<file path="config.mk">
export PLATFORM = sky130hd
export DESIGN_NAME = instr_sequencer
export DESIGN_NICKNAME = d
export VERILOG_FILES = /design/src/rtl/instr_sequencer.sv
export SDC_FILE = /design/constraint.sdc
export NUM_CORES = 1
export LEC_CHECK = 0
export ABC_AREA = 0
export BUFFER_PORTS_ARGS = -buffer_cell sky130_fd_sc_hd__clkbuf_2
export CAP_MARGIN = 10
export CELL_PAD_IN_SITES_DETAIL_PLACEMENT = 0
export CELL_PAD_IN_SITES_GLOBAL_PLACEMENT = 2
export CORE_ASPECT_RATIO = 0.8
export CORE_UTILIZATION = 26
export CTS_CLUSTER_SIZE = 24
export DETAILED_ROUTE_END_ITERATION = 7
export MAX_ROUTING_LAYER = met4
export PLACE_DENSITY_LB_ADDON = 0.1
export SYNTH_ARGS = -nofsm -noshare
export SYNTH_HDL_FRONTEND = slang
export SYNTH_SLANG_ARGS = --single-unit
</file>
<file path="constraint.sdc">
create_clock -name clk -period 1.5 [get_ports clk]
set_input_delay 0.075 -clock clk [delete_from_list [all_inputs] [get_ports clk]]
set_output_delay 0.075 -clock clk [all_outputs]
set_load 0.005 [all_outputs]
</file>
<file path="src/rtl/instr_sequencer.sv">
// Fetch/decode/execute sequencer for the accumulator ALU. Each instruction takes
// three cycles, jumps can depend on the ALU carry, and HLT parks it until reset.

package instr_sequencer_pkg;

    typedef enum logic [3:0] {
        OP_NOP = 4'h0,
        OP_LD  = 4'h1,
        OP_ADD = 4'h2,
        OP_SUB = 4'h3,
        OP_AND = 4'h4,
        OP_OR  = 4'h5,
        OP_XOR = 4'h6,
        OP_NOT = 4'h7,
        OP_JMP = 4'h8,
        OP_JC  = 4'h9,
        OP_JNC = 4'hA,
        OP_HLT = 4'hF
    } op_e;

    typedef enum logic [1:0] {
        ST_FETCH,
        ST_DECODE,
        ST_EXECUTE,
        ST_HALT
    } state_e;

endpackage

module instr_sequencer
    import instr_sequencer_pkg::*;
#(
    parameter int PC_WIDTH       = 8,
    parameter int REG_ADDR_WIDTH = 3,
    parameter int OPCODE_WIDTH   = 4
) (
    input  logic                      clk,
    input  logic                      rst_n,
    input  logic                      en,
    output logic [PC_WIDTH-1:0]       rom_addr,
    input  logic [11:0]               rom_data,
    output logic [REG_ADDR_WIDTH-1:0] reg_addr,
    input  logic                      cy,
    output logic [OPCODE_WIDTH-1:0]   opcode,
    output logic                      alu_ce,
    output logic                      cy_ce,
    output logic                      halted
);

    state_e                  state;
    logic [PC_WIDTH-1:0]     pc;
    logic [11:0]             ir;

    logic [3:0]              rom_op;
    logic [3:0]              ir_op;
    logic [PC_WIDTH-1:0]     target;

    logic [OPCODE_WIDTH-1:0] dec_opcode;
    logic                    dec_alu_ce;
    logic                    dec_cy_ce;
    logic [PC_WIDTH-1:0]     pc_next;
    logic                    take_halt;

    assign rom_addr = pc;
    assign reg_addr = ir[REG_ADDR_WIDTH-1:0];
    assign rom_op   = rom_data[11:8];
    assign ir_op    = ir[11:8];
    assign target   = PC_WIDTH'(ir[7:0]);

    // Decode straight from the ROM word in DECODE so the ALU controls can be
    // registered on the same edge that loads IR and land exactly in EXECUTE.
    // NOTE: every output gets a default before the case, so no latch is inferred.
    always_comb begin
        dec_opcode = OPCODE_WIDTH'(OP_NOP);
        dec_alu_ce = 1'b0;
        dec_cy_ce  = 1'b0;
        case (rom_op)
            OP_LD, OP_AND, OP_OR, OP_XOR, OP_NOT: begin
                dec_opcode = OPCODE_WIDTH'(rom_op);
                dec_alu_ce = 1'b1;
            end
            OP_ADD, OP_SUB: begin
                dec_opcode = OPCODE_WIDTH'(rom_op);
                dec_alu_ce = 1'b1;
                dec_cy_ce  = 1'b1;
            end
            default: ;
        endcase
    end

    // Next PC for the instruction in IR; only consumed in EXECUTE, where cy
    // already holds the carry of the previous ALU instruction.
    always_comb begin
        pc_next   = pc + PC_WIDTH'(1);
        take_halt = 1'b0;
        case (ir_op)
            OP_JMP: pc_next = target;
            OP_JC:  if (cy)  pc_next = target;
            OP_JNC: if (!cy) pc_next = target;
            OP_HLT: begin
                pc_next   = pc;
                take_halt = 1'b1;
            end
            default: ;
        endcase
    end

    // NOTE: all state and registered outputs use non-blocking assignments so
    // every register samples pre-edge values regardless of statement order.
    always_ff @(posedge clk) begin
        if (!rst_n) begin
            state  <= ST_FETCH;
            pc     <= '0;
            ir     <= '0;
            opcode <= '0;
            alu_ce <= 1'b0;
            cy_ce  <= 1'b0;
            halted <= 1'b0;
        end else begin
            // ALU controls are one-cycle pulses; anything but EXECUTE sees NOP.
            opcode <= OPCODE_WIDTH'(OP_NOP);
            alu_ce <= 1'b0;
            cy_ce  <= 1'b0;
            case (state)
                ST_FETCH: begin
                    if (en) state <= ST_DECODE;
                end
                ST_DECODE: begin
                    ir     <= rom_data;
                    opcode <= dec_opcode;
                    alu_ce <= dec_alu_ce;
                    cy_ce  <= dec_cy_ce;
                    state  <= ST_EXECUTE;
                end
                ST_EXECUTE: begin
                    pc <= pc_next;
                    if (take_halt) begin
                        halted <= 1'b1;
                        state  <= ST_HALT;
                    end else begin
                        state  <= ST_FETCH;
                    end
                end
                ST_HALT: begin
                    halted <= 1'b1;
                end
                default: begin
                    state <= ST_FETCH;
                end
            endcase
        end
    end

endmodule

</file>
==> qor.csv <==
stage,metric,value,unit
yosys,Post-Syn Instances,140,
placed_design,# placed instances,240,
detailed_routing,Residual DRC,0,
timing,clk_skew,0.00722,ns
yosys,Syn Nets,162,
detailed_routing,vias,1136,
setup_path,CP Capture Type,flip-flop,
yosys,sequential element share of the synthesized area,0.443,
global_routing,largest net degree at the start of global routing,16,
yosys,Async SR Flop Fraction,0,
layout,Layout Utilization,0.377,
detailed_routing,TritonRoute pass-1 iters,4,
yosys,post-synthesis cell area,0.00131,mm2
clocking,Max clock buf depth,2,
status,failing checks,negative setup slack,
power_and_ir_drop,switching part of the total power,0.242,
power_and_ir_drop,Logic pwr share,0.145,
floorplan,DIE WIDTH,81.4,um
layout,layout cells sized above 1,0.376,
flow_run,number of max-cap violations,0,
power_and_ir_drop,worst vdd ir,0.621,mV
setup_path,Critical Path Fanout Max,2,
timing,Final Max Tran Viols,0,
yosys,post-synth cell types,38,
power_and_ir_drop,overall power,1990,uW
global_routing,vias in the first global route,1071,
status,status,"complete, but fails checks",
clocking,H-Tree Depth,2,
setup_path,WS Path Type,reg -> reg,
timing,hold slack,0.0311,ns
floorplan,Initial Util,0.279,
timing,FMAX,659,MHz
detailed_routing,iteration-0 DRC count of the detailed router,37,
timing,final setup fails,1,
placed_design,GP Congestion,0.717,
detailed_routing,Antenna Nets Post-Route,0,
placed_design,Port Buffers,33,
timing,Final min period,1.52,ns
timing,RSZ-0062 raised after global routing,yes,
global_routing,initial antenna violation count,0,
timing,final hold vios,0,
layout,P&R area growth vs syn,35.4,%
yosys,"flops & latches, synth",29,
yosys,"Primary FF master, synth",dfxtp_1,
layout,"commonest non-fill, non-tap cell in the layout",clkbuf_2,
clocking,Clock Root Buffer,clkbuf_8,
setup_path,Crit path arrival time,1.73,ns
detailed_routing,WL/cell,12.7,um
clocking,CTS sink cnt,29,
yosys,YS warnings,0,
power_and_ir_drop,P_leak,0.000824,uW
power_and_ir_drop,Seq pwr share,0.431,
floorplan,CORE AREA,0.00471,mm2
floorplan,Ports,34,
setup_path,Worst R2R Setup Slack,-0.02,ns
floorplan,Rows,22,
placed_design,detailed placement HPWL,2390,um
layout,"commonest cells after routing, fill and taps aside","33 x clkbuf_2, 25 x dfxtp_1, 19 x mux2i_1",
detailed_routing,WL final,3150,um
power_and_ir_drop,switching power,483,uW
power_and_ir_drop,Pint,1510,uW
global_routing,first-pass GRT wire length,5020,um
clocking,CTS tree,done,
layout,final non-filler cell total,249,
placed_design,Setup WS pre-CTS,0.0154,ns
yosys,Post-synth EDFFs,0,
worst_hold_path,hold crit path type,in -> reg,
setup_path,Required @ worst endpoint,1.71,ns
power_and_ir_drop,clock share of power,0.424,
layout,# nets final,210,
clocking,clk_lat worst skew,0.28,ns
floorplan,Die Height,65.5,um
yosys,syn avg cell area,9.37,um2
clocking,Inserted Clock Buffers,5,
global_routing,GR Util All Layers,0.135,
power_and_ir_drop,P per Cell Area,1120,mW/mm2
clocking,post-CTS setup buffers,0,
setup_path,CP startpoint kind,flip-flop,
global_routing,GR Overflow Total,0,
timing,setup ws final,-0.0170,ns
floorplan,die area,0.00533,mm2
layout,n_diodes,0,
detailed_routing,Via density,4.56,
clocking,"Reg clk slew, reported paths",0.07,ns
timing,final critical-path share of the clock period,1.01,
## state kept, by name, summed over array words and instances (netlist names)
| signal | count |
|---|---|
| alu_ce | 1 |
| cy_ce | 1 |
| halted | 1 |
| ir | 12 |
| opcode | 4 |
| rom_addr | 8 |
| state | 2 |
## Yosys cell counts (2+ instances only)
| cell type | n | share of area |
|---|---|---|
| mux2i_1 | 19 | 0.15 |
| dfxtp_1 | 29 | 0.44 |
| nor3_1 | 2 | 0.0076 |
| and2_1 | 4 | 0.019 |
| nand3_1 | 3 | 0.011 |
| ha_1 | 6 | 0.057 |
| a31oi_1 | 2 | 0.0095 |
| o21ai_0 | 2 | 0.0076 |
| a21oi_1 | 7 | 0.027 |
| nand2_1 | 8 | 0.023 |
| buf_4 | 3 | 0.017 |
| o22ai_1 | 5 | 0.024 |
| or2_2 | 2 | 0.0095 |
| nor2_1 | 16 | 0.046 |
| inv_1 | 6 | 0.017 |
| clkbuf_1 | 4 | 0.011 |
## worst paths after layout
kind / from / depth (start not counted) / end
setup reg to reg: rom_addr[2] / 4 / rom_addr[7]
hold / removal: rom_data[4] / 3 / ir[4]
hold reg to reg: halted / 2 / halted
setup / recovery: rom_addr[2] / 4 / rom_addr[7]
## metal layers
layer	vias to the layer above	track usage	part of all wire
li1	586	-	-
met5	-	-	0
met4	0	0.0670	0.014
met2	30	0.189	0.41
met3	5	0.0431	0.055
met1	515	0.174	0.52
## metrics by stage
stage	TNS (ns)	cell area, um2
3_3_place_gp	0	1630
5_1_grt	-0.0668	1780
6_report	-0.0170	1780
4_1_cts	-0.0198	1760
3_5_place_dp	0	1630
2_1_floorplan	0	1320
## worst max-delay path, cell delays in order (launching register included)
cell,delay (ns)
dfxtp_4,0.35
nand3_2,0.08
or3_4,0.37
or4_1,0.50
a31oi_1,0.14
## kinds of logic after synthesis
family,share of synthesized area
and+or+nand+nor,0.174
DFF,0.443
AOI/OAI and AO/OA,0.126
muxes,0.145
buffers and inverters,0.0525
adders and majority gates,0.0573
other,0.00286
## power by group through the flow
stage / clock [uW] / sequential, uW / combinational (uW)
floorplan: 0 / 869 / 189
global placement: 0 / 875 / 283
detailed placement: 0 / 877 / 287
CTS: 872 / 859 / 291
global route: 919 / 866 / 318
finish: 844 / 858 / 289
## repair_timing
action / 4_1_cts / 5_1_grt
hold buffers: 1 / 0
pin swaps: 0 / 1
endpoints found under the setup margin: 1 / 8
hold endpoints to repair: 1 / 0
gates resized for setup: 0 / 6
## layout make-up
class / instances / area (um2)
Tap cell: 60 / 75.1
Clock inverter: 1 / 30.0
Sequential cell: 29 / 588
Inverter: 6 / 22.5
Multi-Input combinational cell: 96 / 678
Timing Repair Buffer: 50 / 295
Fill cell: 493 / 2930
Clock buffer: 7 / 86.3
(Power assumes the default switching activity.)
